<file path="src/rtl/snail_fsm_mealey_unique_11.sv">
// Overlapping Mealy detector for the serial pattern 1-1-0-1, oldest bit first.
// Q is combinational from the current state and D, so a detect shows up in the
// same cycle as the final pattern bit, before the clock edge that consumes it.
// The 2-bit state register is the only storage in this block.
module snail_fsm_mealey_unique_11 (
  input  logic clk,
  input  logic _rst,
  input  logic D,
  output logic Q
);

  typedef enum logic [1:0] {
    StIdle   = 2'b00,
    StGot1   = 2'b01,
    StGot11  = 2'b10,
    StGot110 = 2'b11
  } state_e;

  state_e state_q;
  state_e state_d;

  // Current state name as right-justified, zero-padded ASCII, for hierarchical observation.
  logic [63:0] txstate;

  // State register with synchronous active-high reset.
  always_ff @(posedge clk) begin
    if (_rst) begin
      state_q <= StIdle;
    end else begin
      state_q <= state_d;
    end
  end

  // Next-state and Mealy output; any unreachable or X state falls back to idle.
  always_comb begin
    state_d = StIdle;
    Q       = 1'b0;
    case (state_q)
      StIdle: begin
        state_d = D ? StGot1 : StIdle;
      end
      StGot1: begin
        state_d = D ? StGot11 : StIdle;
      end
      StGot11: begin
        // Extra leading 1s keep the "11" prefix alive.
        state_d = D ? StGot11 : StGot110;
      end
      StGot110: begin
        // The closing 1 also opens the next pattern (overlap).
        state_d = D ? StGot1 : StIdle;
        Q       = D & ~_rst;
      end
      default: begin
        state_d = StIdle;
        Q       = 1'b0;
      end
    endcase
  end

  // Decode the state register into its printable name.
  always_comb begin
    txstate = {8'h00, "UNKNOWN"};
    case (state_q)
      StIdle:   txstate = {32'h0, "IDLE"};
      StGot1:   txstate = {32'h0, "GOT1"};
      StGot11:  txstate = {24'h0, "GOT11"};
      StGot110: txstate = {16'h0, "GOT110"};
      default:  txstate = {8'h00, "UNKNOWN"};
    endcase
  end

  // txstate has no consumer inside the block; fold it into a named sink.
  logic unused_txstate;
  assign unused_txstate = ^txstate;

endmodule

</file>
<file path="config.mk">
export PLATFORM = sky130hd
export DESIGN_NAME = snail_fsm_mealey_unique_11
export DESIGN_NICKNAME = d
export VERILOG_FILES = /design/src/rtl/snail_fsm_mealey_unique_11.sv
export SDC_FILE = /design/constraint.sdc
export NUM_CORES = 1
export LEC_CHECK = 0
export CORE_AREA = 2 2 39 41
export DETAILED_ROUTE_END_ITERATION = 12
export DIE_AREA = 0 0 41 43
export DONT_BUFFER_PORTS = 1
export GPL_ROUTABILITY_DRIVEN = 0
export HOLD_SLACK_MARGIN = 0.02
export PLACE_DENSITY = 0.32
export SETUP_SLACK_MARGIN = 0.3
export SLEW_MARGIN = 30
export SYNTH_ARGS = -nofsm -noshare
export SYNTH_HDL_FRONTEND = slang
export SYNTH_SLANG_ARGS = --single-unit
</file>
<file path="constraint.sdc">
create_clock -name clk -period 1.1 [get_ports clk]
set_clock_uncertainty 0.1 [all_clocks]
set_input_delay 0.055 -clock clk [delete_from_list [all_inputs] [get_ports clk]]
set_output_delay 0.055 -clock clk [all_outputs]
set_load 0.01 [all_outputs]
</file>
==> metrics.txt <==
Detailed Routing Iterations Pass 1=4; area of the core=1380 um2; WP data arrival=1.11 ns; Least-Margin Pin Slew=0.149 ns; crit-path max FO=2; PwrDens=1180 nW/um2; fin area=245 um2; fraction of layout cells with a size suffix above 1=72.2%; DIE AREA=1760 um2; register area share after synthesis=32.7%; Initial Utilization=8.86%; H-tree depth=1; Placed Area=170 um2; slowest library cell on the worst path=dfxtp_4; Hold Vio Cnt, Final=2; hold endpoint=state_q[1]; critical path class=reg -> reg; crit-path cells=buf_6, inv_4, ha_4, mux2i_1, nor2_1; highest clock rate=906 MHz; largest net degree at the start of global routing=4; Die Ht=43 um; Pwr Total=290 uW; Leak Pwr=0.0000947 uW; failing checks=negative hold slack, negative setup slack; global-route wire length before repair=503 um; worst hold margin=-0.0885 ns; root buffer cell=clkbuf_4; outcome=complete, but fails checks; grt met1 use=6.07%; Post-Syn Instances=12; Hold Buf Count CTS=1; critical path's largest stage delay=0.34 ns; antenna violations before repair=0; Max VDD drop=0.000454 V; CP Launch Type=register; IO buf count=0; DRT iter0 DRCs=4; r2r endpoint=state_q[0]; routed length per placed instance=7.97 um; GR Layer Usage met2=5.00%; Worst Path Required=1.10 ns; drt drc=0; Critical Path End Type=register; Yosys warnings=0; Rows=14; Max Cap Viol=0; final slew viol count=0; antenna viol nets, final=0; CTS clk-pin slew, worst paths=0.03 ns; Final nets=26; min-delay src=D; TritonCTS Buffers=3; relative slew slack=89.8%; number of diodes=0; RR Startpoint=state_q[0]; met3 Use GR=4.71%; Mapped Nets=18; Hold Path Cell Cnt=2; Avg Vias per Cell=2.82; worst setup margin=-0.00412 ns; Worst R2R Path Depth=5; fin crit period=1.10 ns; final WL=271 um; vias post-DR=96; Avg Inst Size Synth=10.2 um2; RSZ-0062 raised after global routing=yes; setup_tns=-0.00412 ns; fin util=17.7%; CTS tree=done; Biggest register=state_q; vias in the first global route=120; area grow syn2layout=100%; Post-Syn Area=123 um2; CTS Sinks=2; synth unique cells=6; gr usage total=5.31%; setup slack, reg-to-reg=-0.004 ns; most frequent cells in the layout=3 x ha_4, 3 x clkbuf_4; Yosys reg bits=2; total grt overflow=0; worst hold-check path type=in -> reg; top flop regs=state_q: 2 flops; GR peak layer=met1; Final setup viols=1; clock buffer depth=2; IO Pins=4; max reg flops=2; die width=41 um; final cycle utilization of the critical path=100%; clock latency on the worst-skew pair=0.22 ns
## Yosys cell counts
master / instances / area share (%)
mux2i_1: 2 / 16
and3b_2: 1 / 8.2
ha_1: 3 / 31
inv_1: 2 / 6.1
dfxtp_1: 2 / 33
nor2_1: 2 / 6.1
## final cells by class
class,count,area [um2]
fill,160,1140
multi-input combinational,8,113
sequential,2,47.5
timing repair buffer,3,32.5
clock buffer,3,22.5
tap,16,20.0
inverter,2,10.0
## kinds of logic after synthesis
group / count (synthesis) / synth area share [%]
adder cells (fa/ha/maj): 3 / 30.6
buffers and inverters: 2 / 6.12
flip-flops: 2 / 32.7
multiplexers: 2 / 16.3
AND/OR/NAND/NOR: 3 / 14.3
## how the worst max path moves through the flow
stage / from / end / slack, ns / cells past startpoint
detailed placement: state_q[0] / state_q[0] / 0.09 / 4
CTS: state_q[1] / Q / -0.01 / 2
floorplan: state_q[0] / state_q[0] / 0.14 / 4
finish: state_q[0] / state_q[0] / -0.004 / 5
global route: state_q[0] / state_q[0] / -0.06 / 5
global placement: state_q[0] / state_q[0] / 0.10 / 4
## repair_timing
action,in CTS,in global routing
buffers inserted,2,0
pin swaps,3,3
resized for setup,7,0
endpoints found under the hold margin,2,2
setup endpoints to repair,3,3
## worst max-delay path: cells and delay by family, from the launching register on
family                   cells  cell delay, ns
multiplexers                 1            0.13
flip-flops                   1            0.34
adder cells (fa/ha/maj)      1            0.18
buffers and inverters        2            0.16
AND/OR/NAND/NOR              1            0.07
## layer usage
metal / part of all wire [%] / vias to the layer above
li1: - / 51
met1: 46 / 41
met2: 41 / 4
met3: 13 / 0
met4: 0 / 0
met5: 0 / -
## stage by stage
stage          instances  setup WS, ns
5_1_grt               34       -0.0582
6_report              34      -0.00412
3_3_place_gp          28         0.101
4_1_cts               34       -0.0109
3_5_place_dp          28        0.0867
2_1_floorplan         12         0.136
## power by group
group          total (uW)  internal, uW  switching (uW)
Sequential           85.5          77.8            7.65
Clock                 158           120            37.6
Combinational        46.8          27.8            19.0
Note: power is estimated with default switching activity, not from simulation.
